$ cat src/rtl/mem_arbiter.sv
// Memory-side arbiter: serves the dcache and icache over one RAM port.
// The dcache wins ties unless the icache has waited out STARVE_LIMIT dcache grants.
module mem_arbiter #(
    parameter int unsigned STARVE_LIMIT = 4
) (
    input  logic        CLK,
    input  logic        RST,
    input  logic        dREN,
    input  logic        dWEN,
    input  logic [31:0] daddr,
    input  logic [31:0] dstore,
    output logic        dwait,
    output logic [31:0] dload,
    input  logic        iREN,
    input  logic [31:0] iaddr,
    output logic        iwait,
    output logic [31:0] iload,
    output logic        ramREN,
    output logic        ramWEN,
    output logic [31:0] ramaddr,
    output logic [31:0] ramstore,
    input  logic [31:0] ramload,
    input  logic        ramready,
    output logic [31:0] dcount,
    output logic [31:0] icount
);

    localparam int unsigned SW = ($clog2(STARVE_LIMIT + 1) > 3) ? $clog2(STARVE_LIMIT + 1) : 3;
    localparam logic [SW-1:0] LIMIT = SW'(STARVE_LIMIT);

    typedef enum logic [1:0] {
        IDLE,
        DACC,
        IACC
    } state_t;

    state_t        state, state_next;
    logic [SW-1:0] starve, starve_next;
    logic          op_w, op_w_next;
    logic [31:0]   addr_q, addr_next;
    logic [31:0]   data_q, data_next;
    logic [31:0]   dcount_next, icount_next;
    logic          d_req;
    logic          i_starved;

    assign d_req     = dREN | dWEN;
    assign i_starved = iREN && (starve == LIMIT);

    always_ff @(posedge CLK or posedge RST) begin
        if (RST) begin
            state  <= IDLE;
            starve <= '0;
            op_w   <= 1'b0;
            addr_q <= '0;
            data_q <= '0;
            dcount <= '0;
            icount <= '0;
        end else begin
            state  <= state_next;
            starve <= starve_next;
            op_w   <= op_w_next;
            addr_q <= addr_next;
            data_q <= data_next;
            dcount <= dcount_next;
            icount <= icount_next;
        end
    end

    always_comb begin
        state_next  = state;
        starve_next = starve;
        op_w_next   = op_w;
        addr_next   = addr_q;
        data_next   = data_q;
        dcount_next = dcount;
        icount_next = icount;
        ramREN      = 1'b0;
        ramWEN      = 1'b0;
        ramaddr     = '0;
        ramstore    = '0;
        dwait       = 1'b1;
        iwait       = 1'b1;
        dload       = '0;
        iload       = '0;

        case (state)
            IDLE: begin
                if (d_req && !i_starved) begin
                    state_next = DACC;
                    op_w_next  = dWEN;
                    addr_next  = daddr;
                    data_next  = dstore;
                    // Only dcache grants made while the icache waits count toward starvation.
                    if (iREN) begin
                        starve_next = (starve == LIMIT) ? starve : starve + 1'b1;
                    end else begin
                        starve_next = '0;
                    end
                end else if (iREN) begin
                    state_next  = IACC;
                    addr_next   = iaddr;
                    starve_next = '0;
                end
            end

            DACC: begin
                ramREN   = !op_w;
                ramWEN   = op_w;
                ramaddr  = addr_q;
                ramstore = data_q;
                if (ramready) begin
                    dwait       = 1'b0;
                    dload       = op_w ? '0 : ramload;
                    dcount_next = dcount + 32'd1;
                    state_next  = IDLE;
                end
            end

            IACC: begin
                ramREN  = 1'b1;
                ramaddr = addr_q;
                if (ramready) begin
                    iwait       = 1'b0;
                    iload       = ramload;
                    icount_next = icount + 32'd1;
                    state_next  = IDLE;
                end
            end

            default: begin
                state_next = IDLE;
            end
        endcase
    end

endmodule

$ cat config.mk
export PLATFORM = sky130hd
export DESIGN_NAME = mem_arbiter
export DESIGN_NICKNAME = d
export VERILOG_FILES = /design/src/rtl/mem_arbiter.sv
export SDC_FILE = /design/constraint.sdc
export NUM_CORES = 1
export LEC_CHECK = 0
export ABC_AREA = 1
export CAP_MARGIN = 20
export CORE_MARGIN = 3
export CORE_UTILIZATION = 46
export DETAILED_ROUTE_END_ITERATION = 8
export PLACE_DENSITY = 0.87
export SYNTH_ARGS = -nofsm -noshare
export SYNTH_HDL_FRONTEND = slang
export SYNTH_SLANG_ARGS = --single-unit
$ cat constraint.sdc
create_clock -name CLK -period 6.6 [get_ports CLK]
set_input_delay 1.32 -clock CLK [delete_from_list [all_inputs] [get_ports CLK]]
set_output_delay 1.32 -clock CLK [all_outputs]
set_load 0.005 [all_outputs]
Word level (Yosys, flattened, before mapping) --
Index checks and enable logic that the tools add are counted.
Word-level totals: register bits after elaboration 134, output and inout bits 196, word-level logic and storage cells 52
Operators by class: $add $sub $neg 3, equality and inequality tests 6, muxes and demuxes 22, bitwise logic cells 1, reductions and logical operators 13
Operators with widths (count):
- 32-bit two-way mux | 9
- 32-bit by 1-bit adder with 32-bit output, second input constant | 2
- 3-bit two-way mux | 4
- 2-bit AND reduction | 5
- 2-bit two-way mux | 3
- 3-bit inequality test, second input constant | 2
- 1-bit two-way mux | 4
- 2-bit case mux with 2 select lines | 1
- 3-bit by 1-bit adder with 3-bit output, second input constant | 1
- 3-bit equality test, second input constant | 1
- 3-bit AND reduction | 1
- 2-bit by 1-bit equality test with 1-bit output, second input constant | 1
- 2-bit equality test, second input constant | 1
- 1-bit logical AND | 2
- 1-bit zero test | 2
- 2-bit zero test | 1
- 2-bit by 1-bit inequality test with 1-bit output, second input constant | 1
- 1-bit case mux with 2 select lines | 1
- 2-bit nonzero test | 1
- 2-bit OR reduction | 1
- 1-bit bitwise OR | 1

Logic depth before layout (Yosys ltp) --
Gate-level depths: netlist (run 1).
depth in word-level cells 6, gate-level depth with buffers 12

Worst setup path after synthesis (run 1) --
No wires, ideal clock.
path kind input to output, start point in ramready, end point out iload[10], arrival time 2.078 ns, required time 5.280 ns, slack 3.202 ns, cell stages on the path 4, path buffers 2, path through nand2_2 -> clkbuf_1 -> clkbuf_1 -> nor2_1
On the way: cells in the longest elaborated chain, start to end 2
Ends and longest elaborated chain:
- start, declared | line 23 | input logic ramready,
- 32-bit two-way mux | line 122 | if (ramready) begin
- 32-bit two-way mux | line 86 | case (state)
- end, declared | line 17 | output logic [31:0] iload,
Every way passes these cells.

Worst setup path in the final report (run 1) --
start point in ramready, end point out dload[24]
On the way: cells in the longest elaborated chain, start to end 2
Ends and longest elaborated chain:
- 32-bit two-way mux | line 111 | if (ramready) begin
- 32-bit two-way mux | line 86
- end, declared | line 13 | output logic [31:0] dload,
Every way passes these cells.

==> flow_summary.yaml, run 1 <==
pwr:
  ir_drop_mv: 0.300
  clock_power_share: 0.249
  power_frac_comb: 0.445
  switching_share: 0.356
  p_int_mw: 2.56
  p_leak_nw: 5.67
  powerDensity_nw_per_um2: 349
  power_switching_mw: 1.42
  seq_power_share: 0.306
place:
  portBuffers: 329
  dp_hpwl_um: 18700
  place_inst: 1535
  dp_slack_ps: 1850
  place.gp.congestion: 0.883
synth:
  yosysMostFrequentCell: "nand2_1"
  post-synth-top-area-cell: "dfrtp_1"
  synth_flop_cell: "dfrtp_1"
  synth_enable_flop_cells: 0
  synth.area.top_cells: "dfrtp_1, nand2_1, inv_1"
  synth_top_area_frac: 0.460
  syn-cell-area_um2: 7290
  synth_common_cells: "nand2_1, inv_1, nor2_1, dfrtp_1, a21oi_1"
  synthArstFlopShare: 1.00
  synth_cell_types: 30
  syn_avg_cell_area_um2: 7.12
  synth_nets: 1164
  synth_cells: 1023
  yosysSeqAreaShare: 0.460
  ys_seq_elements: 134
  synth.yosys.warnings: 0
cells_and_area:
  num-fill-cells: 1171
  multiInputGateArea_um2: 3160
  n_antenna_cell: 0
  finalCoreUtilization: 0.742
  area_growth_pct: 56.5
  register_area_um2: 3350
  fin_cells: 1567
  drive_gt1_frac: 0.0428
  nets: 1485
cts:
  clk_transition_reported_paths_ps: 60
  cts_sinks: 134
  h-tree-depth: 4
  tritoncts: "yes"
  cts_root_buf: "clkbuf_16"
  ctsHoldBuffers: 0
  cts.repair.resized: 0
  post-cts-setup-buffer-count: 0
  clk_latency_ps: 420
  clockBufferDepth: 2
  cts_made_buffers: 17
critical_path:
  worst-path-buf-inv: 2
  cp_slowest_cell: "nand2_1"
  path_max_fanout: 32
  crit_top_cell: "clkdlybuf4s50_1"
  path_cells: "clkdlybuf4s50_1, nand2_1, nor2_1, clkdlybuf4s50_1"
  r2r_cells: 6
  cp.required_ps: 5280
  slowest_delay_ps: 630
  r2r_slack_ps: 3860
  endpoint_kind: "primary output"
  r2r_end: "state[1]"
  crit_path_start_kind: "input port"
  crit_family: "buffers and inverters"
  arrival_ps: 3440
  critical_path_class: "input port to primary output"
  r2r-start: "starve[0]"
sta:
  finalClockSkew_ps: 8.10
  slew-limit-headroom: 0.325
  fin_ws_ps: 1840
  setup_viol: 0
  fmax_mhz: 210
  fin_crit_ps: 4760
  hold_viol: 0
  fin_crit_sh: 0.721
  setup_tns_ps: 0
  rsz0062_at_grt: "no"
  slew_violations: 0
  tightestPinTransition_ps: 1010
floorplanning:
  die_w_um: 132
  die_y_um: 132
  core.rowCount: 45
  pin_count: 330
  dieArea_um2: 17400
  core_area_um2: 15400
  initial_core_util: 0.474
grt:
  grt_max_degree: 70
  grt_pass1_vias: 7657
  grt_use_total: 0.279
  antenna_found_initial: 0
  gr-total-overflow: 0
  grt_pass1_wl_um: 39200
route:
  totalWireLength_um: 24900
  vias_per_cell: 5.04
  vias: 7892
  drtIter0Drc: 516
  wl_per_cell_um: 15.9
  firstDrtPassIters: 5
  drt_drc_violations_left: 0
  detail-route-antenna-nets: 0
worst_hold_path:
  whs_path_depth: 2
  hold_start: "data_q[14]"
  min_path_type: "flip-flop to flip-flop"
  min_to: "data_q[14]"
run:
  cap_violations: 0
outcome:
  status: "finished clean"
power by group through the flow:
stage / combinational, mW / sequential, mW / clock (mW)
global placement: 1.69 / 1.22 / 0
detailed placement: 1.73 / 1.23 / 0
floorplan: 0.851 / 1.19 / 0
CTS: 1.75 / 1.22 / 1.00
finish: 1.77 / 1.22 / 0.991
global route: 1.96 / 1.25 / 1.04
layer usage:
metal / wire length [um] / track usage / vias to the layer above
li1: - / - / 3727
met1: 9120 / 0.313 / 3687
met2: 12600 / 0.492 / 391
met3: 1700 / 0.0630 / 87
met4: 1470 / 0.157 / 0
met5: 0 / 0 / -
cells in the final DEF (no fill, tap or decap), drive strengths merged:
| master | netlist | routed |
|---|---|---|
| nand2 | 332 | 332 |
| clkdlybuf4s50 | 0 | 329 |
| inv | 167 | 168 |
| nor2 | 154 | 154 |
| dfrtp | 134 | 134 |
| a21oi | 65 | 65 |
| nand3 | 36 | 36 |
| xor2 | 27 | 27 |
| nor3 | 21 | 21 |
| clkbuf | 17 | 18 |
| xnor2 | 15 | 15 |
| nand4 | 14 | 14 |
| o21ai | 9 | 9 |
| clkinv | 2 | 8 |
| ha | 7 | 7 |
| buf | 16 | 6 |
| bufinv | 0 | 4 |
| nand3b | 3 | 3 |
| clkinvlp | 0 | 2 |
| o31ai | 1 | 1 |
| nor3b | 1 | 1 |
| o21a | 1 | 1 |
| o22ai | 1 | 1 |
cell families (layout without fill, tap and decap cells):
group,Yosys count,count (layout),synth area share
xor gates and xnor gates,42,42,0.0505
DFF,134,134,0.460
and+or+nand+nor,561,561,0.317
AOI/OAI and AO/OA,77,77,0.0538
buffers and inverters,202,535,0.106
adders and majority gates,7,7,0.0120
through the flow:
stage          instance area, um^2  power (mW)  hold WS (ps)
5_1_grt                      11400        4.25           495
3_5_place_dp                 10800        2.95           460
3_3_place_gp                 10700        2.91           455
4_1_cts                      11400        3.97           474
6_report                     11400        3.98           469
2_1_floorplan                 7290        2.04           442
state kept, by name (all words and copies together) (netlist names):
register	cells
op_w	1
icount	32
starve	3
addr_q	32
dcount	32
state	2
data_q	32
worst register-to-register path, stage by stage (launching register included):
cell and delay [ps]:
dfrtp_1 380, inv_1 90, ha_1 140, nand3_1 60
nand2_1 460, clkinv_1 980, o31ai_1 520
worst max path at each step:
stage / startpoint / end / slack (ps) / cells after the start
after detailed placement: ramready / dload[24] / 1850 / 4
after CTS: ramready / dload[24] / 1820 / 4
final: ramready / dload[24] / 1840 / 4
after floorplan: RST / addr_q[0] / 1700 / 1
after global placement: iREN / state[1] / 1910 / 5
after global routing: ramready / dload[24] / 1680 / 4
area by class of cell:
class                      instances  area share
inverter                         169      0.0559
tap                              211      0.0232
multi-input combinational        687       0.277
clock inverter                    13      0.0159
sequential                       134       0.294
clock buffer                      18      0.0376
timing repair buffer             335       0.296
Note: power is estimated with default switching activity, not from simulation.
==> run 2: changes to the inputs <==
- CORE_UTILIZATION: 46 -> 42
- PLACE_DENSITY: 0.87 -> 0.81
- clock period: 6.6 -> 4.9 ns (I/O delays scaled with it)
==> flow_summary.yaml, run 2 (synthesis results as in run 1) <==
cells_and_area:
  area_growth_pct: 56.1
  final_area_um2: 11400
  nets: 1487
  final_cell_mix: "clkdlybuf4s50_1, nand2_1, inv_1"
  layout_commonest_cell: "clkdlybuf4s50_1"
  drive_gt1_frac: 0.0449
pwr:
  powerDensity_nw_per_um2: 458
  power_frac_comb: 0.451
  p_leak_nw: 5.65
  ir_drop_mv: 0.328
  p_int_mw: 3.30
  power_switching_mw: 1.91
  clock_power_share: 0.235
  switching_share: 0.367
  seq_power_share: 0.314
sta:
  rsz0062_at_grt: "no"
  setup_viol: 0
  fin_crit_sh: 0.820
  finalClockSkew_ps: 11.7
  timing.hold.ws_ps: 471
  tightestPinTransition_ps: 1040
  fmax_mhz: 249
  slew-limit-headroom: 0.299
  hold_viol: 0
  fin_crit_ps: 4020
  slew_violations: 0
  setup_tns_ps: 0
place:
  placed_area_um2: 10800
  place.gp.congestion: 0.876
  portBuffers: 329
  dp_hpwl_um: 18400
grt:
  grt_use_total: 0.253
  antenna_found_initial: 1
  grt_pass1_wl_um: 37300
  grt_pass1_vias: 7261
  gr-total-overflow: 0
  grt_max_degree: 114
cts:
  ctsHoldBuffers: 0
  tritoncts: "yes"
  clk_transition_reported_paths_ps: 60
  clk_latency_ps: 420
  cts_sinks: 134
  cts_root_buf: "clkbuf_16"
  clockBufferDepth: 2
  cts.repair.resized: 0
  h-tree-depth: 4
  cts_made_buffers: 17
  post-cts-setup-buffer-count: 0
floorplanning:
  pin_count: 330
  core.rowCount: 47
  core_area_um2: 16800
  die_w_um: 138
  initial_core_util: 0.435
  dieArea_um2: 19000
  die_y_um: 138
critical_path:
  arrival_ps: 3040
  r2r_cells: 9
  crit_path_start_kind: "input port"
  r2r_end: "icount[21]"
  endpoint_kind: "primary output"
  path_max_fanout: 32
  r2r_slack_ps: 2530
  cp.required_ps: 3920
  r2r-start: "state[0]"
  critical_path_class: "input port to primary output"
worst_hold_path:
  min_path_type: "flip-flop to flip-flop"
  hold_start: "data_q[1]"
  min_to: "data_q[1]"
  whs_path_depth: 2
route:
  vias_per_cell: 4.82
  wl_per_cell_um: 15.4
  detail-route-antenna-nets: 0
  firstDrtPassIters: 7
  drt_drc_violations_left: 0
  vias: 7625
  totalWireLength_um: 24300
  drtIter0Drc: 426
run:
  cap_violations: 0
outcome:
  status: "finished clean"
==> run 2: power groups by stage <==
stage | registers [mW] | clock network [mW] | logic, mW
2_1_floorplan | 1.60 | 0 | 1.15
3_3_place_gp | 1.63 | 0 | 2.31
5_1_grt | 1.67 | 1.30 | 2.61
4_1_cts | 1.63 | 1.25 | 2.37
6_report | 1.63 | 1.23 | 2.35
3_5_place_dp | 1.65 | 0 | 2.35
==> run 2: layout make-up <==
cell class	instances	area [um^2]
clock buffer	19	443
timing repair buffer	337	3370
clock inverter	13	124
sequential	134	3350
fill	1394	5390
inverter	169	639
antenna	2	5.00
tap	220	275
multi-input combinational	687	3160
==> run 2: critical path, cell delays in order <==
cell             delay, ps
clkdlybuf4s50_1        570
nand2_1                620
nor2_1                 310
clkdlybuf4s50_1        540
==> run 2: worst max-delay path by stage <==
stage	end	from	slack, ps
3_5_place_dp	dload[25]	ramready	870
3_3_place_gp	dload[12]	ramready	1000
2_1_floorplan	addr_q[0]	RST	340
5_1_grt	dload[9]	state[1]	650
6_report	dload[25]	ramready	880
4_1_cts	dload[25]	state[1]	870
==> run 2: per-stage QoR <==
| stage | instances | utilization | total power, mW | setup slack (ps) |
|---|---|---|---|---|
| after detailed placement | 1546 | 0.643 | 4.00 | 870 |
| final | 1581 | 0.678 | 5.21 | 881 |
| after global routing | 1580 | 0.678 | 5.58 | 646 |
| after floorplan | 1023 | - | 2.75 | 337 |
| after CTS | 1578 | 0.677 | 5.25 | 869 |
| after global placement | 1546 | 0.643 | 3.94 | 1000 |
==> run 2: routing by layer <==
layer,routed length [um],part of all wire,global-route usage
met2,12400,0.51,0.454
met5,0,0,0
met4,852,0.035,0.108
met1,9150,0.38,0.283
met3,1860,0.077,0.0628
==> run 3: changes to the inputs <==
- CORE_UTILIZATION: 42 -> 38
- PLACE_DENSITY: 0.81 -> 0.77
- clock period: 4.9 -> 3.23 ns (I/O delays scaled with it)
==> flow_summary.yaml, run 3 (synthesis results as in run 1) <==
sta:
  rsz0062_at_grt: "no"
  fmax_mhz: 338
  fin_crit_sh: 0.916
  setup_viol: 0
  tightestPinTransition_ps: 642
  fin_ws_ps: 273
  finalClockSkew_ps: 13.8
  slew_violations: 0
  setup_tns_ps: 0
  hold_viol: 0
  timing.hold.ws_ps: 472
  fin_crit_ps: 2960
  slew-limit-headroom: 0.571
cells_and_area:
  num-fill-cells: 1633
  register_area_um2: 3350
  nets: 1492
  finalCoreUtilization: 0.609
  layout_commonest_cell: "clkdlybuf4s50_1"
  final_cell_mix: "clkdlybuf4s50_1, nand2_1, inv_1"
  drive_gt1_frac: 0.0484
  area_growth_pct: 56.9
  n_antenna_cell: 0
  multiInputGateArea_um2: 3160
grt:
  grt_max_degree: 50
  gr-total-overflow: 0
  grt_pass1_vias: 7167
  antenna_found_initial: 0
  grt_pass1_wl_um: 36700
  grt_use_total: 0.224
cts:
  cts_sinks: 134
  cts_made_buffers: 17
  post-cts-setup-buffer-count: 0
  clockBufferDepth: 2
  clk_latency_ps: 410
  clk_transition_reported_paths_ps: 60
  tritoncts: "yes"
  ctsHoldBuffers: 0
  h-tree-depth: 4
  cts.repair.resized: 0
  cts_root_buf: "clkbuf_16"
critical_path:
  arrival_ps: 2310
  endpoint_kind: "primary output"
  critical_path_class: "input port to primary output"
  cp.required_ps: 2580
  r2r_cells: 11
  crit_path_start_kind: "input port"
  path_max_fanout: 32
pwr:
  clock_power_share: 0.237
  p_int_mw: 5.03
  p_leak_nw: 5.67
  powerDensity_nw_per_um2: 691
  seq_power_share: 0.313
  fin_total_pwr_mw: 7.90
  switching_share: 0.363
  power_frac_comb: 0.451
  ir_drop_mv: 0.498
  power_switching_mw: 2.87
floorplanning:
  die_y_um: 144
  pin_count: 330
  dieArea_um2: 20900
  core_area_um2: 18800
  core.rowCount: 50
  initial_core_util: 0.388
  die_w_um: 144
route:
  wl_per_cell_um: 15.0
  detail-route-antenna-nets: 0
  totalWireLength_um: 24000
  drt_drc_violations_left: 0
  drtIter0Drc: 481
  vias: 7563
  vias_per_cell: 4.73
  firstDrtPassIters: 5
outcome:
  status: "finished clean"
run:
  cap_violations: 0
place:
  portBuffers: 329
  dp_hpwl_um: 18500
  dp_slack_ps: 286
  place.gp.congestion: 0.857
worst_hold_path:
  whs_path_depth: 2
  min_path_type: "flip-flop to flip-flop"
==> run 3: path summary, 6_finish.rpt <==
kind                             from         end  slack [ps]
max reg2reg                  state[0]  icount[23]        1040
min reg2reg                data_q[31]  data_q[31]         470
min in group asynchronous         RST  data_q[14]         670
max                          ramready   dload[23]         270
max in group asynchronous         RST   icount[1]        1890
min                        data_q[31]  data_q[31]         470
==> run 3: metrics by stage <==
step / area (um^2) / std cells
2_1_floorplan: 7290 / 1023
3_3_place_gp: 10900 / 1566
3_5_place_dp: 10900 / 1566
4_1_cts: 11400 / 1598
5_1_grt: 11400 / 1598
6_report: 11400 / 1598
==> run 3: worst max-delay path, stage by stage <==
cell and delay [ps]:
clkdlybuf4s50_1 640, nand2_1 100, buf_4 240, nor2_1 140
clkdlybuf4s50_1 530
==> run 3: cell type report <==
type	instances	area share
clock inverter	12	0.0104
clock buffer	20	0.0399
timing repair buffer	342	0.299
multi-input combinational	687	0.276
inverter	169	0.0558
tap	234	0.0256
sequential	134	0.293
==> run 3: power by group through the flow <==
stage / logic (mW) / clock network (mW) / registers, mW
global placement: 3.53 / 0 / 2.47
finish: 3.56 / 1.87 / 2.47
CTS: 3.60 / 1.92 / 2.47
detailed placement: 3.57 / 0 / 2.50
global route: 3.95 / 1.99 / 2.54
floorplan: 1.74 / 0 / 2.43
==> run 3: layer usage <==
layer | wire length [um] | track usage
met5 | 0 | 0
met4 | 543 | 0.0727
met3 | 1670 | 0.0622
met2 | 12600 | 0.411
met1 | 9170 | 0.249
